<file path="config.mk">
export PLATFORM = sky130hd
export DESIGN_NAME = rf_alloc_sched
export DESIGN_NICKNAME = d
export VERILOG_FILES = /design/src/rtl/rf_sched_pkg.sv /design/src/rtl/rf_alloc_sched_rr_arbiter.sv /design/src/rtl/rf_alloc_sched.sv
export SDC_FILE = /design/constraint.sdc
export NUM_CORES = 1
export LEC_CHECK = 0
export CAP_MARGIN = 20
export CORE_MARGIN = 10
export CORE_UTILIZATION = 45
export DETAILED_ROUTE_END_ITERATION = 12
export MAX_ROUTING_LAYER = met4
export PLACE_DENSITY = 0.84
export SLEW_MARGIN = 10
export SYNTH_ARGS = -nofsm -noshare
export SYNTH_HDL_FRONTEND = slang
export SYNTH_SLANG_ARGS = --single-unit
export TNS_END_PERCENT = 30
</file>
<file path="constraint.sdc">
create_clock -name CLK -period 3.1 [get_ports CLK]
set_input_delay 0.465 -clock CLK [delete_from_list [all_inputs] [get_ports CLK]]
set_output_delay 0.465 -clock CLK [all_outputs]
set_load 0.005 [all_outputs]
</file>
<file path="src/rtl/rf_sched_pkg.sv">
// Shared definitions for the register-file allocation scheduler:
// default geometry, the name-count derivation and error-cause bit positions.
package rf_sched_pkg;

  localparam int DEF_NUM_REQ    = 2;
  localparam int DEF_ADDR_WIDTH = 5;
  localparam int DEF_NAME_WIDTH = 2;

  // Number of register-file names for a given name width.
  function automatic int num_names(input int name_width);
    return 1 << name_width;
  endfunction

  localparam int DEF_NUM_NAMES = num_names(DEF_NAME_WIDTH);

  typedef logic [DEF_NAME_WIDTH-1:0] name_t;
  typedef logic [DEF_ADDR_WIDTH-1:0] addr_t;

  // Bit positions of the individual causes that raise the sticky ERR flag.
  localparam int ERR_FREE_UNALLOC = 0;  // free of a name that is not allocated
  localparam int ERR_FREE_DUP     = 1;  // second free of a name already pending
  localparam int ERR_OVERFLOW     = 2;  // allocation with every name outstanding
  localparam int ERR_CAUSES       = 3;

endpackage

</file>
<file path="src/rtl/rf_alloc_sched_rr_arbiter.sv">
// Round-robin priority pick over NUM_REQ requesters. The search starts at the
// internal pointer; the pointer moves past the winner only when advanced.
module rr_arbiter #(
  parameter int NUM_REQ = 2,
  parameter int IDX_W   = (NUM_REQ > 1) ? $clog2(NUM_REQ) : 1
) (
  input  logic               CLK,
  input  logic               RST,
  input  logic [NUM_REQ-1:0] req,
  input  logic               advance,
  output logic [NUM_REQ-1:0] grant_onehot,
  output logic [IDX_W-1:0]   grant_idx,
  output logic               any_req
);

  logic [IDX_W-1:0] rr_ptr;
  logic [IDX_W-1:0] cand;
  logic [IDX_W-1:0] next_ptr;
  int               cand_i;

  // First active requester at or after rr_ptr, wrapping mod NUM_REQ.
  always_comb begin
    // NOTE: every output of a combinational block gets a default first so no
    // path leaves it unassigned; otherwise synthesis infers a latch.
    any_req   = 1'b0;
    grant_idx = '0;
    cand_i    = 0;
    cand      = '0;
    for (int k = 0; k < NUM_REQ; k++) begin
      cand_i = (int'(rr_ptr) + k) % NUM_REQ;
      cand   = IDX_W'(cand_i);
      if (!any_req && req[cand]) begin
        any_req   = 1'b1;
        grant_idx = cand;
      end
    end
  end

  // One-hot form of the winner and the pointer value just past it.
  always_comb begin
    grant_onehot = any_req ? (NUM_REQ'(1) << grant_idx) : '0;
    next_ptr     = (grant_idx == IDX_W'(NUM_REQ - 1)) ? '0 : grant_idx + 1'b1;
  end

  // Pointer register: moves only when the grant is actually taken.
  always_ff @(posedge CLK) begin
    // NOTE: state is written with non-blocking assignments so every flop
    // samples pre-edge values regardless of statement order.
    if (RST) begin
      rr_ptr <= '0;
    end else if (advance) begin
      rr_ptr <= next_ptr;
    end
  end

endmodule

</file>
<file path="src/rtl/rf_alloc_sched.sv">
// Scheduler in front of the bypass register file: round-robin arbitration of
// write reservations, out-of-order free capture with in-order replay on the
// free port, outstanding-name count and a sticky protocol-error flag.
module rf_alloc_sched
  import rf_sched_pkg::*;
#(
  parameter int NUM_REQ    = DEF_NUM_REQ,
  parameter int addr_width = DEF_ADDR_WIDTH,
  parameter int name_width = DEF_NAME_WIDTH
) (
  input  logic                          CLK,
  input  logic                          RST,
  input  logic [NUM_REQ-1:0]            REQ_VALID,
  input  logic [NUM_REQ*addr_width-1:0] REQ_ADDR,
  output logic [NUM_REQ-1:0]            REQ_GRANT,
  output logic [name_width-1:0]         GRANT_NAME,
  output logic [addr_width-1:0]         ALLOC_ADDR,
  output logic                          ALLOC_E,
  input  logic                          ALLOC_READY,
  input  logic [name_width-1:0]         NAME_IN,
  input  logic                          FREE_REQ,
  input  logic [name_width-1:0]         FREE_NAME,
  output logic [name_width-1:0]         W_F,
  output logic                          WFE,
  input  logic                          F_READY,
  output logic [name_width:0]           OUTSTANDING,
  output logic                          ERR
);

  localparam int NUM_NAMES = num_names(name_width);
  localparam int IDX_W     = (NUM_REQ > 1) ? $clog2(NUM_REQ) : 1;
  localparam int CNT_W     = name_width + 1;

  logic [NUM_REQ-1:0]    win_onehot;
  logic [IDX_W-1:0]      win_idx;
  logic                  any_req;

  logic [NUM_NAMES-1:0]  alloc_bm;
  logic [NUM_NAMES-1:0]  pend_bm;
  logic [name_width-1:0] own;
  logic [CNT_W-1:0]      cnt;
  logic                  err_q;

  logic                  alloc_e;
  logic                  wfe;
  logic                  retire;
  logic                  free_ok;
  logic                  cnt_inc;
  logic [ERR_CAUSES-1:0] err_vec;

  rr_arbiter #(
    .NUM_REQ (NUM_REQ),
    .IDX_W   (IDX_W)
  ) u_arb (
    .CLK          (CLK),
    .RST          (RST),
    .req          (REQ_VALID),
    .advance      (alloc_e),
    .grant_onehot (win_onehot),
    .grant_idx    (win_idx),
    .any_req      (any_req)
  );

  // Handshake decode: reservation, in-order retire and free-request checks.
  always_comb begin
    alloc_e = ALLOC_READY & any_req & ~RST;
    wfe     = pend_bm[own] & ~RST;
    retire  = wfe & F_READY;

    err_vec                   = '0;
    err_vec[ERR_FREE_UNALLOC] = FREE_REQ & ~alloc_bm[FREE_NAME];
    err_vec[ERR_FREE_DUP]     = FREE_REQ & pend_bm[FREE_NAME];
    err_vec[ERR_OVERFLOW]     = alloc_e & ~retire & (cnt == CNT_W'(NUM_NAMES));

    free_ok = FREE_REQ & ~err_vec[ERR_FREE_UNALLOC] & ~err_vec[ERR_FREE_DUP];
    // An allocation beyond the name count is flagged, not counted.
    cnt_inc = alloc_e & ~err_vec[ERR_OVERFLOW];
  end

  // Output drive; all register-file facing enables are forced low in reset.
  always_comb begin
    REQ_GRANT   = alloc_e ? win_onehot : '0;
    GRANT_NAME  = NAME_IN;
    ALLOC_ADDR  = REQ_ADDR[win_idx*addr_width +: addr_width];
    ALLOC_E     = alloc_e;
    W_F         = RST ? '0 : own;
    WFE         = wfe;
    OUTSTANDING = RST ? '0 : cnt;
    ERR         = err_q & ~RST;
  end

  // Name tracking state: allocation/pending bitmaps, replay pointer, count, error.
  always_ff @(posedge CLK) begin
    if (RST) begin
      // NOTE: the bitmaps are explicitly cleared because a reset must drop every
      // pending free; they are flop vectors, not a RAM, so this is cheap.
      alloc_bm <= '0;
      pend_bm  <= '0;
      own      <= '0;
      cnt      <= '0;
      err_q    <= 1'b0;
    end else begin
      if (retire) begin
        alloc_bm[own] <= 1'b0;
        pend_bm[own]  <= 1'b0;
        own           <= own + 1'b1;
      end
      if (alloc_e) begin
        alloc_bm[NAME_IN] <= 1'b1;
      end
      if (free_ok) begin
        pend_bm[FREE_NAME] <= 1'b1;
      end
      case ({cnt_inc, retire})
        2'b10:   cnt <= cnt + 1'b1;
        2'b01:   cnt <= cnt - 1'b1;
        default: cnt <= cnt;
      endcase
      if (|err_vec) begin
        err_q <= 1'b1;
      end
    end
  end

endmodule

</file>
# Yosys cells after proc, flatten, opt, wreduce, memory -nomap -nowiden
# Index checks and enable logic that the tools add are counted.
[word_totals]
regBits = 15
output_inout_bits = 17
inputBits = 21
[op_classes]
magnitude_cmp = 8
shift = 2
n_mul = 1
reduce_logical = 7
bitwise = 23
muxes = 32
n_addsub = 5
eq_ne = 3
[ops]
columns = ["cell", "count"]
rows = [
  ["4-bit 2-to-1 mux", 6],
  ["1-bit 2-to-1 mux", 15],
  ["1-bit bitwise AND", 12],
  ["10-bit by 5-bit variable part select with 5-bit output", 1],
  ["2-bit by 3-bit less-than comparator with 1-bit output, second input constant", 3],
  ["4-bit bitwise AND", 2],
  ["4-bit OR", 2],
  ["1-bit binary-select mux with 2-bit select", 3],
  ["1-bit demux with 2-bit select", 3],
  ["2-bit by 1-bit >= comparator with 1-bit output, second input constant", 3],
  ["2-bit 2-to-1 mux", 3],
  ["1-bit NOT", 6],
  ["3-bit one-hot mux with 2 select lines", 1],
  ["1-bit logical AND", 4],
  ["1-bit by 2-bit less-than comparator with 1-bit output, second input constant", 2],
  ["1-bit by 3-bit multiplier with 4-bit output, second input constant", 1],
  ["4-bit NOT", 1],
  ["3-bit by 1-bit adder with 3-bit output, second input constant", 1],
  ["3-bit == test, second input constant", 1],
  ["3-bit 2-to-1 mux", 1],
  ["3-bit OR reduction", 1],
  ["3-bit by 1-bit subtractor with 3-bit output, second input constant", 1],
  ["1-bit adder, second input constant", 2],
  ["2-bit by 1-bit adder with 2-bit output, second input constant", 1],
  ["other kinds (5)", 5],
]

# Logic depth before layout (Yosys ltp)
[depth]
depth_word = 14
depth_mapped = 8
mapped_depth_nobuf = 8

# Cells and area by module
# From an unflattened synthesis, not the netlist that was laid out.
[hier_totals]
hier_cells = 110
hier_area_um2 = 977.2
[modules_own_cells]
columns = ["mod", "cells_each", "seq_area_each_um2", "instances", "area_per_inst_um2"]
rows = [
  ["rf_alloc_sched", 102, 280.3, 1, 895.9],
  ["rr_arbiter", 8, 20.0, 1, 81.3],
]

# Worst setup path after synthesis
# Ideal clock, no wire load.
[synth_timing]
path_kind = "reg2reg"
startpoint = "register own[0]"
endpoint = "register cnt[2]"
path_buffers = 0
slack_ns = 1.054
path_stages_with_launch = 8
arrival_time_ns = 1.967
cell_sequence = "dfxtp_1 > mux4_2 > nand2_1 > nor2_1 > nand2_1 > fa_1 > o221a_1 > a211oi_2"
[synth_between]
elab_chain_cells = 11
elab_cells_between_ends = 13
classes_between = "eq/ne: 2; mux: 3; bitwise: 7; reduce/logical: 1"
[synth_lines]
columns = ["element", "line_no", "text"]
rows = [
  ["start, declared", "rf_alloc_sched.sv:40", "logic [name_width-1:0] own;"],
  ["start signal, assigned", "rf_alloc_sched.sv:106", "own <= own + 1'b1;"],
  ["1-bit binary-select mux with 2-bit select (*)", "rf_alloc_sched.sv:67", "wfe = pend_bm[own] & ~RST;"],
  ["1-bit 2-to-1 mux (implied by the code) (*)", "rf_alloc_sched.sv:67", ""],
  ["1-bit bitwise AND (*)", "rf_alloc_sched.sv:67", ""],
  ["1-bit bitwise AND (*)", "rf_alloc_sched.sv:68", "retire = wfe & F_READY;"],
  ["1-bit NOT", "rf_alloc_sched.sv:73", "err_vec[ERR_OVERFLOW] = alloc_e & ~retire & (cnt == CNT_W'(NUM_NAMES));"],
  ["1-bit bitwise AND (2 in series)", "rf_alloc_sched.sv:73", ""],
  ["1-bit NOT", "rf_alloc_sched.sv:77", "cnt_inc = alloc_e & ~err_vec[ERR_OVERFLOW];"],
  ["1-bit bitwise AND", "rf_alloc_sched.sv:77", ""],
  ["2-bit by 1-bit == test with 1-bit output or 2-bit == test (tied branches)", "rf_alloc_sched.sv:114", "case ({cnt_inc, retire})"],
  ["3-bit one-hot mux with 2 select lines or 2-bit nonzero test (tied branches)", "--", ""],
  ["end signal, assigned", "rf_alloc_sched.sv:115", "2'b10: cnt <= cnt + 1'b1;"],
  ["end signal, assigned", "rf_alloc_sched.sv:116", "2'b01: cnt <= cnt - 1'b1;"],
  ["end signal, assigned", "rf_alloc_sched.sv:117", "default: cnt <= cnt;"],
  ["end, declared", "rf_alloc_sched.sv:41", "logic [CNT_W-1:0] cnt;"],
]
# Mark *: on every way between the ends. The rest lies on a longest branch, timed or not. The select of a mux whose other input is x is not followed.
# A chain may end at the register's enable or synchronous reset.

# Final worst setup path
[layout_timing]
startpoint = "input port REQ_VALID[0]"
endpoint = "output port ALLOC_ADDR[1]"
[layout_between]
elab_chain_cells = 8
elab_cells_between_ends = 11
classes_between = "mul: 1; shift: 1; mux: 7; reduce/logical: 2"
[layout_lines]
columns = ["element", "line_no", "text"]
rows = [
  ["start, declared", "rf_alloc_sched.sv:13", "input logic [NUM_REQ-1:0] REQ_VALID,"],
  ["1-bit 2-to-1 mux (implied by the code) (2 in series)", "rf_alloc_sched_rr_arbiter.sv:32", "if (!any_req && req[cand]) begin"],
  ["1-bit 2-to-1 mux", "rf_alloc_sched_rr_arbiter.sv:32", ""],
  ["1-bit logical NOT", "rf_alloc_sched_rr_arbiter.sv:32", ""],
  ["1-bit logical AND", "rf_alloc_sched_rr_arbiter.sv:32", ""],
  ["1-bit 2-to-1 mux (*)", "rf_alloc_sched_rr_arbiter.sv:32", ""],
  ["1-bit by 3-bit multiplier with 4-bit output (*)", "rf_alloc_sched.sv:84", "ALLOC_ADDR = REQ_ADDR[win_idx*addr_width +: addr_width];"],
  ["10-bit by 5-bit variable part select with 5-bit output (*)", "rf_alloc_sched.sv:84", ""],
  ["end, declared", "rf_alloc_sched.sv:17", "output logic [addr_width-1:0] ALLOC_ADDR,"],
]
# Marked as above.

==> flow_metrics.env <==
export IMPL_status="finished clean"
export IMPL_worstSetupPathType="primary input to output pin"
export IMPL_cp_max_fo=8
export IMPL_syn_area_um2=898
export IMPL_wl_per_cell_um=16.3
export IMPL_slowest_delay_ps=480
export IMPL_syn_nets=131
export IMPL_gp_congestion=0.860
export IMPL_rsz0062_at_grt="false"
export IMPL_root_buffer="clkbuf_4"
export IMPL_grt_max_degree=12
export IMPL_required_ps=2630
export IMPL_grt_overflow=0
export IMPL_numCtsBuffers=3
export IMPL_ys_warnings_count=0
export IMPL_io_pin_count=38
export IMPL_fmax_mhz=364
export IMPL_antenna_found_initial=0
export IMPL_hold_depth=2
export IMPL_fillerInstances=164
export IMPL_diodes=0
export IMPL_cp_arrival_ps=2280
export IMPL_yosysUniqueCellTypes=35
export IMPL_hold_path_class="flip-flop to flip-flop"
export IMPL_clock_skew_ps=13.2
export IMPL_dieHeight_um=64.7
export IMPL_post_dp_hpwl_um=2310
export IMPL_drtPass1Iterations=4
export IMPL_yosys_top_cells_area="dfxtp_1, mux2_2, nand2_1, ha_1, inv_1"
export IMPL_synth_top_area_cell="dfxtp_1"
export IMPL_grt_usage_pct=14.4
export IMPL_ys_seq_area_share_pct=33.4
export IMPL_design_area_mm2=0.00133
export IMPL_reg2reg_slack_ps=740
export IMPL_ys_async_sr_fraction_pct=0
export IMPL_slew_viol_final=0
export IMPL_maxCapViolations=0
export IMPL_nets=172
export IMPL_yosysMostFrequentCell="dfxtp_1"
export IMPL_drcViolationCount=0
export IMPL_wl_um=2800
export IMPL_cts_clk_slew_worst_paths_ps=80
export IMPL_port_buffers=37
export IMPL_ys_seq_elements=15
export IMPL_avgSynthCellArea_um2=8.56
export IMPL_htreeDepth=1
export IMPL_p_leak_nw=0.500
export IMPL_rows=16
export IMPL_setup_viol=0
export IMPL_post_dp_cell_area_mm2=0.00131
export IMPL_grt_pass1_wl_um=4610
export IMPL_cp_slowest_cell="clkdlybuf4s50_1"
export IMPL_finalCriticalPeriod_ps=2750
export IMPL_cts_buffer_depth=2
export IMPL_dieArea_mm2=0.00418
export IMPL_finalHoldViolCount=0
export IMPL_start_util_pct=46.7
export IMPL_dieWidth_um=64.7
export IMPL_path_cells="clkdlybuf4s50_1 > inv_1 > o21ai_1 > mux2_2 > clkdlybuf4s50_1"
export IMPL_worstReg2RegEnd="cnt[2]$_SDFFE_PP0P_"
export IMPL_min_to="pend_bm[2]$_SDFF_PP0_"
export IMPL_clock_latency_ps=310
export IMPL_antenna_left=0
export IMPL_area_growth_syn_to_layout_pct=48.5
export IMPL_synth_common_cells="dfxtp_1, nand2_1, inv_1, nor2_1, mux2_2"
export IMPL_synthCells=105
export IMPL_synth_top_flop_cell="dfxtp_1"
export IMPL_worst_pin_slew_ps=550
export IMPL_critPathCaptureType="output pin"
export IMPL_cp_start_kind="primary input"
export IMPL_cts_resized=0
export IMPL_layout_drive_gt1_share_pct=11.7
export IMPL_core_mm2=0.00192
export IMPL_min_period_over_period_pct=88.7
export IMPL_via_per_inst=5.41
export IMPL_worst_r2r_path_depth=7
export IMPL_fin_setup_tns_ps=0
export IMPL_ctsHoldBuffers=0
export IMPL_worstReg2RegStart="own[0]$_SDFFE_PP0N_"
export IMPL_yosysTopAreaCellShare_pct=33.4
export IMPL_clkSinkCount=15
export IMPL_dr_first_iter_drc_count=43
export IMPL_cellPowerDensity_mw_per_mm2=320
export IMPL_slew_headroom_pct=63.1
export IMPL_post_cts_buffers=0
export IMPL_grt_pass1_vias=1011
export IMPL_cts_tree="built"
export IMPL_path_common_cell="clkdlybuf4s50_1"
export IMPL_synth_edf_count=0
export IMPL_min_from="pend_bm[2]$_SDFF_PP0_"
export IMPL_irDropWorstVdd_v=0.000236
export IMPL_vias=930
[per-stage QoR]
stage / hold WS (ps) / setup slack (ps) / cells / power, W / utilization (%)
floorplan: 411 / 1050 / 105 / 0.000252 / -
global placement: 445 / 403 / 168 / 0.000310 / 68.0
detailed placement: 449 / 321 / 168 / 0.000315 / 68.0
global route: 487 / 223 / 172 / 0.000447 / 69.4
CTS: 462 / 327 / 172 / 0.000431 / 69.4
finish: 461 / 351 / 172 / 0.000427 / 69.4
[registers in the layout, summed over array words and instances (netlist names)]
register	cells
err_q	1
u_arb.rr_ptr	1
own	2
alloc_bm	4
cnt	3
pend_bm	4
[power breakdown]
| part | total (W) | internal (W) | switching (W) | leakage, nW |
|---|---|---|---|---|
| logic | 0.000105 | 0.0000627 | 0.0000426 | 0.360 |
| registers | 0.000205 | 0.000200 | 0.00000483 | 0.122 |
| clock network | 0.000117 | 0.0000482 | 0.0000683 | 0.0177 |
[worst max-delay path by stage]
stage / from / endpoint / slack, ps / cells after the start
3_5_place_dp: REQ_VALID[0] / ALLOC_ADDR[2] / 320 / 5
6_report: REQ_VALID[0] / ALLOC_ADDR[1] / 350 / 5
4_1_cts: REQ_VALID[0] / ALLOC_ADDR[1] / 330 / 5
2_1_floorplan: own[0]$_SDFFE_PP0N_ / cnt[2]$_SDFFE_PP0P_ / 1050 / 7
3_3_place_gp: REQ_VALID[0] / ALLOC_ADDR[0] / 400 / 5
5_1_grt: REQ_VALID[0] / ALLOC_ADDR[2] / 220 / 5
[worst max-delay path: cells and delay by family]
kind	cells	cell delay [ps]
buffers and inverters	3	980
AO/OA/AOI/OAI	1	440
multiplexers	1	400
[cell families after synthesis]
kind of cell,count (synthesis),share of synthesized area (%)
multiplexers,8,11.1
buffers and inverters,15,7.10
XOR/XNOR,1,0.975
AND/OR/NAND/NOR,35,17.7
adder cells (fa/ha/maj),5,7.80
AO/OA/AOI/OAI,26,21.9
flip-flops,15,33.4
[cells in the final DEF, fill, tap and decap left out, drive strengths merged, types with 3 or more instances in the layout]
master         Yosys  routed
o21ai              5       5
a31oi              4       4
ha                 4       4
inv               10      10
clkbuf             2       3
dfxtp             15      15
clkdlybuf4s50      0      37
nor2b              3       3
nand2             14      14
buf                3       4
nor2              10      10
mux2               6       6
[metal layers]
layer,part of all wire (%),track usage [%]
met5,0,-
met4,3.1,10.4
met3,6.4,3.44
met2,47,23.9
met1,43,14.6
[area by class of cell]
type                            instances  area [um2]  area share (%)
Multi-Input combinational cell         75         534            40.1
Timing Repair Buffer                   41         400            30.0
Sequential cell                        15         300            22.5
Inverter                               10        37.5            2.81
Tap cell                               27        33.8            2.53
Clock buffer                            3        22.5            1.69
Clock inverter                          1        5.00           0.375
(Power assumes the default switching activity.)
